$ cat src/rtl/memory_bus_arbiter.sv
`default_nettype none
// ============================================================================
// Module   : memory_bus_arbiter
// Purpose  : Shares the single test-memory port between the debug controller
//            and the core under test. The controller always has access. The
//            core competes only while mux_selector=1. Ties are broken
//            round-robin. Core addresses are relocated by the active memory
//            page. Every memory strobe is bounded by a timeout.
// Ports    : clk, reset            - clock, synchronous active-high reset
//            mux_selector          - 0: controller only, 1: shared bus
//            page_number           - page added to core addresses at grant
//            ctrl_* / core_*       - requester side (level request, pulse resp)
//            mem_*                 - memory side (held strobe, pulse response)
//            owner                 - 0: controller granted, 1: core granted
//            busy                  - 1 whenever the FSM is not idle
// Revision : 1.0 - initial release
// ============================================================================
module memory_bus_arbiter #(
  parameter int BUS_WIDTH      = 32,
  parameter int PAGE_SHIFT     = 24,
  parameter int TIMEOUT_CYCLES = 360
) (
  input  logic                 clk,
  input  logic                 reset,
  input  logic                 mux_selector,
  input  logic [7:0]           page_number,
  // controller requester
  input  logic                 ctrl_read,
  input  logic                 ctrl_write,
  input  logic [BUS_WIDTH-1:0] ctrl_address,
  input  logic [BUS_WIDTH-1:0] ctrl_write_data,
  output logic [BUS_WIDTH-1:0] ctrl_read_data,
  output logic                 ctrl_response,
  output logic                 ctrl_error,
  // core requester
  input  logic                 core_read,
  input  logic                 core_write,
  input  logic [BUS_WIDTH-1:0] core_address,
  input  logic [BUS_WIDTH-1:0] core_write_data,
  output logic [BUS_WIDTH-1:0] core_read_data,
  output logic                 core_response,
  output logic                 core_error,
  // memory port
  output logic                 mem_read,
  output logic                 mem_write,
  output logic [BUS_WIDTH-1:0] mem_address,
  output logic [BUS_WIDTH-1:0] mem_write_data,
  input  logic [BUS_WIDTH-1:0] mem_read_data,
  input  logic                 mem_response,
  // status
  output logic                 owner,
  output logic                 busy
);

  localparam logic [1:0] S_IDLE        = 2'd0;
  localparam logic [1:0] S_CTRL_ACCESS = 2'd1;
  localparam logic [1:0] S_CORE_ACCESS = 2'd2;
  localparam logic [1:0] S_DONE        = 2'd3;

  // The counter starts at 0 in the first strobe cycle, so reaching this value
  // means the strobe has been high for exactly TIMEOUT_CYCLES cycles.
  localparam logic [15:0] TIMEOUT_LAST = 16'(TIMEOUT_CYCLES - 1);

  logic [1:0]           state;
  logic [1:0]           next_state;
  logic                 last_grant;     // 1 = core won the most recent tie
  logic                 is_write;       // latched operation of the granted request
  logic [15:0]          timeout_count;

  logic                 ctrl_eligible;
  logic                 core_eligible;
  logic                 tie;
  logic                 grant_valid;
  logic                 grant_core;
  logic                 in_access;
  logic                 timed_out;
  logic                 access_done;
  logic [BUS_WIDTH-1:0] page_offset;
  logic [BUS_WIDTH-1:0] core_mem_address;

  // --------------------------------------------------------------------------
  // Arbitration and completion decode
  // --------------------------------------------------------------------------
  assign ctrl_eligible = ctrl_read | ctrl_write;
  assign core_eligible = mux_selector & (core_read | core_write);
  assign tie           = ctrl_eligible & core_eligible;
  assign grant_valid   = ctrl_eligible | core_eligible;
  // On a tie the requester that did not win the previous tie goes first.
  assign grant_core    = core_eligible & (~ctrl_eligible | ~last_grant);

  assign in_access   = (state == S_CTRL_ACCESS) || (state == S_CORE_ACCESS);
  // A response arriving in the final counted cycle still wins over timeout.
  assign timed_out   = in_access && !mem_response && (timeout_count == TIMEOUT_LAST);
  assign access_done = in_access && (mem_response || timed_out);

  // Page relocation; the carry out of the top bit is deliberately dropped.
  assign page_offset      = BUS_WIDTH'(page_number) << PAGE_SHIFT;
  assign core_mem_address = core_address + page_offset;

  // --------------------------------------------------------------------------
  // FSM: state register
  // --------------------------------------------------------------------------
  always_ff @(posedge clk) begin
    if (reset) begin
      state <= S_IDLE;
    end else begin
      state <= next_state;
    end
  end

  // --------------------------------------------------------------------------
  // FSM: next-state logic
  // --------------------------------------------------------------------------
  always_comb begin
    next_state = state;
    case (state)
      S_IDLE: begin
        if (grant_valid) begin
          next_state = grant_core ? S_CORE_ACCESS : S_CTRL_ACCESS;
        end
      end
      S_CTRL_ACCESS,
      S_CORE_ACCESS: begin
        if (access_done) begin
          next_state = S_DONE;
        end
      end
      S_DONE: begin
        next_state = S_IDLE;
      end
      default: begin
        next_state = S_IDLE;
      end
    endcase
  end

  // --------------------------------------------------------------------------
  // FSM: outputs decoded from state. Strobes drop in the same edge that moves
  // the FSM to DONE, and a reset edge returns to IDLE, so no response or
  // strobe can leak out of an aborted transaction.
  // --------------------------------------------------------------------------
  always_comb begin
    busy          = 1'b0;
    mem_read      = 1'b0;
    mem_write     = 1'b0;
    ctrl_response = 1'b0;
    core_response = 1'b0;
    case (state)
      S_CTRL_ACCESS,
      S_CORE_ACCESS: begin
        busy      = 1'b1;
        mem_read  = ~is_write;
        mem_write = is_write;
      end
      S_DONE: begin
        busy          = 1'b1;
        ctrl_response = ~owner;
        core_response = owner;
      end
      default: begin
        busy = 1'b0;
      end
    endcase
  end

  // --------------------------------------------------------------------------
  // Datapath: request latching at grant, timeout counting and result capture
  // --------------------------------------------------------------------------
  always_ff @(posedge clk) begin
    if (reset) begin
      last_grant     <= 1'b1;   // controller wins the first tie
      owner          <= 1'b0;
      is_write       <= 1'b0;
      timeout_count  <= '0;
      mem_address    <= '0;
      mem_write_data <= '0;
      ctrl_read_data <= '0;
      ctrl_error     <= 1'b0;
      core_read_data <= '0;
      core_error     <= 1'b0;
    end else begin
      case (state)
        S_IDLE: begin
          timeout_count <= '0;
          if (grant_valid) begin
            owner <= grant_core;
            if (tie) begin
              last_grant <= grant_core;
            end
            // Write takes precedence when both strobes are high.
            if (grant_core) begin
              is_write       <= core_write;
              mem_address    <= core_mem_address;
              mem_write_data <= core_write_data;
            end else begin
              is_write       <= ctrl_write;
              mem_address    <= ctrl_address;
              mem_write_data <= ctrl_write_data;
            end
          end
        end
        S_CTRL_ACCESS,
        S_CORE_ACCESS: begin
          if (access_done) begin
            timeout_count <= '0;
            if (owner) begin
              core_read_data <= mem_response ? mem_read_data : '0;
              core_error     <= ~mem_response;
            end else begin
              ctrl_read_data <= mem_response ? mem_read_data : '0;
              ctrl_error     <= ~mem_response;
            end
          end else begin
            timeout_count <= timeout_count + 16'd1;
          end
        end
        default: begin
          timeout_count <= '0;
        end
      endcase
    end
  end

endmodule
`default_nettype wire

$ cat config.mk
export PLATFORM = sky130hd
export DESIGN_NAME = memory_bus_arbiter
export DESIGN_NICKNAME = d
export VERILOG_FILES = /design/src/rtl/memory_bus_arbiter.sv
export SDC_FILE = /design/constraint.sdc
export NUM_CORES = 1
export LEC_CHECK = 0
export CORE_ASPECT_RATIO = 0.9
export CORE_MARGIN = 5
export CORE_UTILIZATION = 40
export DETAILED_ROUTE_END_ITERATION = 6
export MAX_ROUTING_LAYER = met4
export PLACE_DENSITY_LB_ADDON = 0.1
export SLEW_MARGIN = 20
export SYNTH_ARGS = -nofsm -noshare
export SYNTH_HDL_FRONTEND = slang
export SYNTH_SLANG_ARGS = --single-unit
$ cat constraint.sdc
create_clock -name clk -period 5.1 [get_ports clk]
set_input_delay 1.02 -clock clk [delete_from_list [all_inputs] [get_ports clk]]
set_output_delay 1.02 -clock clk [all_outputs]
set_load 0.1 [all_outputs]
Word level (Yosys, flattened, before mapping). Cells that the tools add are included.

Bits of input ports: 176. Word-level logic and storage cells: 60. Output and inout port bits: 136. Flip-flop bits (word level): 151.

Bitwise operators: 13. Add/sub/neg operators: 2. Multiplexer cells: 13. Equal/unequal tests: 6. Reduce and logical (&&, ||, !) cells: 15.

Operators with widths (count): $mux W32 (3); $add A32 B32 Y32 (1); $add A16 B1 Y16 const B (1); $eq A16 B9 Y1 const B (1); $reduce_and A3 Y1 (3); $mux W1 (6); $mux W2 (3); $not A1 Y1 (6); $pmux W2 S3 (1); $reduce_or A3 Y1 (2); $eq A2 B2 Y1 const B (2); $ne A2 B2 Y1 const B (2); $or A1 B1 Y1 (4); $reduce_and A2 Y1 (2); $and A1 B1 Y1 (3); $logic_and A1 B1 Y1 (3); $eq A2 B1 Y1 const B (1); $logic_not A2 Y1 (1); $logic_or A1 B1 Y1 (2); $reduce_or A2 Y1 (1); $logic_not A1 Y1 (1).

Depth between registers and ports, before layout.
Depth in word-level cells: 8. Gate-level depth with buffers: 9. Gate-level depth less buffers: 7.

Worst setup path after synthesis. OpenSTA, ideal clock, no wires.

Path type: register to output. Start: register owner. End: output ctrl_response. Data required time: 4.080 ns. Path buffers: 0. Stages on the path, launching flop included: 2. Arrival: 2.187 ns. Slack: 1.893 ns. Cell sequence: dfxtp_1 nor2b_1.

Cells in the longest elaborated chain, start to end: 2.

RTL lines: start, declared (line 51) `output logic owner,`; start signal, assigned (line 186) `owner <= grant_core;`; $not A1 Y1 (no line); $mux W1 (line 148) `case (state)`; end, declared (line 33) `output logic ctrl_response,`.

No other way between the ends.

Worst setup path in the final report.
Start: register state[0]. End: output mem_read.

Cells in the longest elaborated chain, start to end: 3. Elaborated cells between the ends (all ways): 4. Classes of those cells: eq/ne (2); mux (1); reduce/logical (1).

RTL lines: start, declared (line 64) `logic [1:0] state;`; start signal, assigned (line 107) `state <= next_state;`; $eq A2 B1 Y1 or $eq A2 B2 Y1 (tied branches) (line 148); $reduce_or A2 Y1 (*) (line 148); $mux W1 (*) (line 148); end, declared (line 44) `output logic mem_read,`.

Every way passes the cells marked *; elsewhere a longest branch is shown, timed or not.

==> flow_results.org <==
** Min path
- In this run the worst hold path is classified as reg -> reg.
- Hold path depth :: 2

** Cells and area
- Share of post-route cells with drive strength above 1 :: under 10%
- Area growth, synth to finish :: 57.0%
- The net count of the finished layout is approximately 1300.
- Total inserted antenna cells :: 0
- After routing the design area is roughly 0.010 mm^2.

** Power and ir drop
- Power comes to about 6300 uW.
- Pwr dens :: between 600 and 700 mW/mm^2
- Flop pwr share :: ~25%
- The share of total power dissipated in combinational logic is between 50 and 60%.
- Part of the power in the clock network :: 20.8%
- The internal power of the cells totals around 3100 uW.
- The worst-case IR drop observed on VDD is roughly 460 uV.
- Sw Share :: approximately 50%
- P_leak :: roughly 0.0037 uW
- Switching Power :: around 3200 uW

** Critical path
- Cell with the largest stage delay on the worst path :: sky130_fd_sc_hd__clkdlybuf4s50_1
- Type of the worst setup path :: reg -> out
- For the worst flop-to-flop path, the logic depth is 6.
- Endpoint required time on the critical path :: between 4 and 5 ns
- Crit start category :: register
- Together, buffers and inverters on the worst path number 2.
- Data arrives at the worst endpoint at ~2.7 ns.
- Counting buffers and inverters, the worst setup path is 4 cells deep.
- Crit-path leading delay family :: buffers and inverters
- Critical path cell sequence :: inv_1 > ha_1 > nor2b_1 > clkdlybuf4s50_1
- In this run the worst path has a maximum fanout of 10.
- Endpoint type of the worst setup path :: output port
- For this run, the slowest stage of the critical path takes around 1.1 ns.

** Synthesis
- Multiplexer share of the synthesized area :: 0.321%
- By count the netlist is led by sky130_fd_sc_hd__nand2_1, sky130_fd_sc_hd__dfxtp_1, sky130_fd_sc_hd__nor2_1.
- Nets in the synthesized netlist :: ~980
- Post-synthesis sequential element count :: between 150 and 200
- The average instance in the mapped netlist occupies about 8.4 um^2.
- Most instantiated flip-flop cell in the synthesis netlist :: sky130_fd_sc_hd__dfxtp_1
- Top cell type by total area after synthesis :: sky130_fd_sc_hd__dfxtp_1
- Total of warnings raised by yosys :: 0
- After Yosys synthesis, full adders, half adders and majority gates account for 2.38% of the synthesized area.
- After synthesis, the largest family of logic cells by area is compound AO/OA/AOI/OAI gates.
- Of the total synthesized cell area, the portion taken by XOR and XNOR cells is between 1.5 and 2%.
- Post-synth ARST share :: 0%
- Fraction of post-synthesis cell area in the top cell type by area :: 45.6%
- Of the total synthesized cell area, the portion taken by AND, OR, NAND and NOR gates is between 10% and 20%.
- After technology mapping, the gate count stands at between 700 and 800.
- Number of synthesized flops with an enable pin :: 0
- Sequential elements use between 40% and 50% of the synthesized area.
- The synthesized netlist occupies a cell area of 0.00663 mm^2.
- Compound-cell area share of the yosys netlist :: 22.1%
- Most frequent cell after synthesis :: sky130_fd_sc_hd__nand2_1
- Cell types with the largest area share after synthesis :: sky130_fd_sc_hd__dfxtp_1, sky130_fd_sc_hd__nand2_1, sky130_fd_sc_hd__o32ai_1
- The synthesized netlist contains 49 unique library cells.

** Clocking
- Clock tree from TritonCTS :: yes
- Inserted Clock Buffers :: 17
- H-tree Lvls :: 4
- After clock tree synthesis, the clock-pin slew on the worst setup and hold paths is around 0.060 ns.
- Number of gates resized after cts :: 0
- Cell chosen for the clock root :: sky130_fd_sc_hd__clkbuf_16
- In this run the deepest clock path goes through 2 buffers.
- Sinks on the clock net :: 151
- In this run, post-CTS hold repair placed 0 buffers.
- Buffers added to address setup during post-CTS repair amount to 0.
- Later-pin clock latency in the skew report :: around 0.42 ns

** Placed design
- Post-Place Setup Slack :: 1.70 ns
- DP HPWL :: 16100 um
- Final estimated routing congestion in global placement :: between 0.8 and 0.9
- Cell area reported after detailed placement :: between 0.009 and 0.01 mm^2
- Port-buffer cells :: about 310

** Global route
- The first global-routing pass estimated between 30000 and 40000 um of wire.
- Antenna violations before repair :: 0
- Global router's overall resource usage :: about 23%
- Residual overflow from global routing :: 0
- Pin count of the biggest net entering global routing :: a little under 80
- The number of global-route vias before repair came to ~6500.

** Timing
- The number of pins with negative max-slew slack in the final report came to 0.
- Fin worst setup slack :: between 1 and 1.5 ns
- Static timing analysis puts the maximum clock frequency at 268 MHz.
- Setup violations remaining at the end of the flow were counted as 0.
- Worst Tran Pin Value :: between 1 and 1.5 ns
- The worst path in the final design needs a cycle of 3.73 ns, including I/O delays and setup.
- Total negative setup slack :: 0 ns
- Post-Route Skew :: slightly below 0.008 ns
- Unrepaired setup endpoints after global routing :: no
- Max-slew headroom :: ~29%
- Minimum hold slack :: approximately 0.47 ns
- The hold violation count in the final report is 0.
- Tcrit/Tclk final :: between 70% and 80%

** Route
- Total number of vias :: ~6600
- Dividing the detail-routed via count by the number of cells gives just over 5.
- WL final :: between 20000 and 25000 um
- Pre-Repair DR Iteration Count :: 4
- The detailed router finished its first iteration with approximately 360 violations.
- DRT antenna net count :: 0
- For this run, design rule violations remaining after detail routing come to 0.
- Final routed wire length divided by cell count :: 17.3 um

** Die
- Number of top-level pins :: 312
- The die covers 0.0193 mm^2.
- Core Area :: between 0.015 and 0.02 mm^2
- Die Width :: approximately 150 um
- Initial Util :: 41.0%
- In this run the core area contains 44 standard-cell rows.
- Chip Height :: about 130 um

** Run status
- Run status :: complete, no violations

** Run
- Max_cap viols :: 0
## power by group through the flow
stage	clock network (uW)	logic, uW	registers (uW)
6_report	1320	3430	1580
5_1_grt	1400	3580	1610
4_1_cts	1340	3440	1580
3_5_place_dp	0	3430	1600
3_3_place_gp	0	3420	1600
2_1_floorplan	0	871	3320
## flip-flops by register name, indices dropped and copies added (netlist names), 2 cells and up
| register | cells |
|---|---|
| mem_write_data | 32 |
| timeout_count | 16 |
| mem_address | 32 |
| state | 2 |
| core_read_data | 32 |
| ctrl_read_data | 32 |
## worst reg2reg max path: cells and delay by family, from the launching register on
kind,cells,cell delay (ns)
DFF,1,0.36
buffers and inverters,1,0.07
and+or+nand+nor,2,0.95
adders and majority gates,1,0.53
AOI/OAI and AO/OA,2,0.78
## placed cells by master, fill, tap and decap left out, types with 3 or more instances in the layout
master	n
sky130_fd_sc_hd__clkdlybuf4s50_1	310
sky130_fd_sc_hd__a21oi_1	7
sky130_fd_sc_hd__nor2b_1	3
sky130_fd_sc_hd__bufinv_16	4
sky130_fd_sc_hd__inv_1	78
sky130_fd_sc_hd__clkbuf_16	17
sky130_fd_sc_hd__a311oi_1	63
sky130_fd_sc_hd__clkinvlp_4	4
sky130_fd_sc_hd__nand3_1	12
sky130_fd_sc_hd__xnor2_1	4
sky130_fd_sc_hd__o32ai_1	64
sky130_fd_sc_hd__a211oi_1	4
sky130_fd_sc_hd__nor2_1	82
sky130_fd_sc_hd__or3_1	3
sky130_fd_sc_hd__buf_4	10
sky130_fd_sc_hd__nand4_1	4
sky130_fd_sc_hd__ha_1	11
sky130_fd_sc_hd__or2_2	3
sky130_fd_sc_hd__xor2_1	9
sky130_fd_sc_hd__nand2b_1	4
sky130_fd_sc_hd__o21ai_0	7
sky130_fd_sc_hd__or4_1	3
sky130_fd_sc_hd__and3_1	3
sky130_fd_sc_hd__o211ai_1	7
sky130_fd_sc_hd__dfxtp_1	151
sky130_fd_sc_hd__and2_1	4
sky130_fd_sc_hd__nand2_1	165
sky130_fd_sc_hd__o31ai_1	3
## cell families after synthesis
kind of cell | after synthesis
compound gates | 173
xor+xnor | 13
fa+ha+maj | 12
buf+inv | 141
flops | 151
mux | 2
simple gates | 297
## layout make-up
type                            instances  area, um^2
Fill cell                            1409        5770
Timing Repair Buffer                  320        3180
Multi-Input combinational cell        497        3040
Sequential cell                       151        3020
Clock buffer                           19         443
Inverter                               79         297
Tap cell                              207         259
Clock inverter                         12         178
## path summary, 6_finish.rpt
| check | start | endpoint | slack [ns] |
|---|---|---|---|
| worst max-delay path | state[0] | mem_read | 1.37 |
| worst min-delay path | core_read_data[18] | core_read_data[18] | 0.47 |
| worst max register to register | state[0] | ctrl_error | 2.35 |
| worst min register to register | core_read_data[18] | core_read_data[18] | 0.47 |
## metrics by stage
| step | util [%] | instances |
|---|---|---|
| floorplan | - | 789 |
| CTS | 64.4 | 1285 |
| finish | 64.4 | 1285 |
| global placement | 60.5 | 1254 |
| global route | 64.4 | 1285 |
| detailed placement | 60.5 | 1254 |
## routing by layer
metal	wire [um]	part of all wire, %	track usage, %
met2	10600	48	36.8
met4	366	1.7	6.53
met1	9430	43	26.8
met5	0	0	-
met3	1760	7.9	8.18
Power figures use the tool's default switching activity.
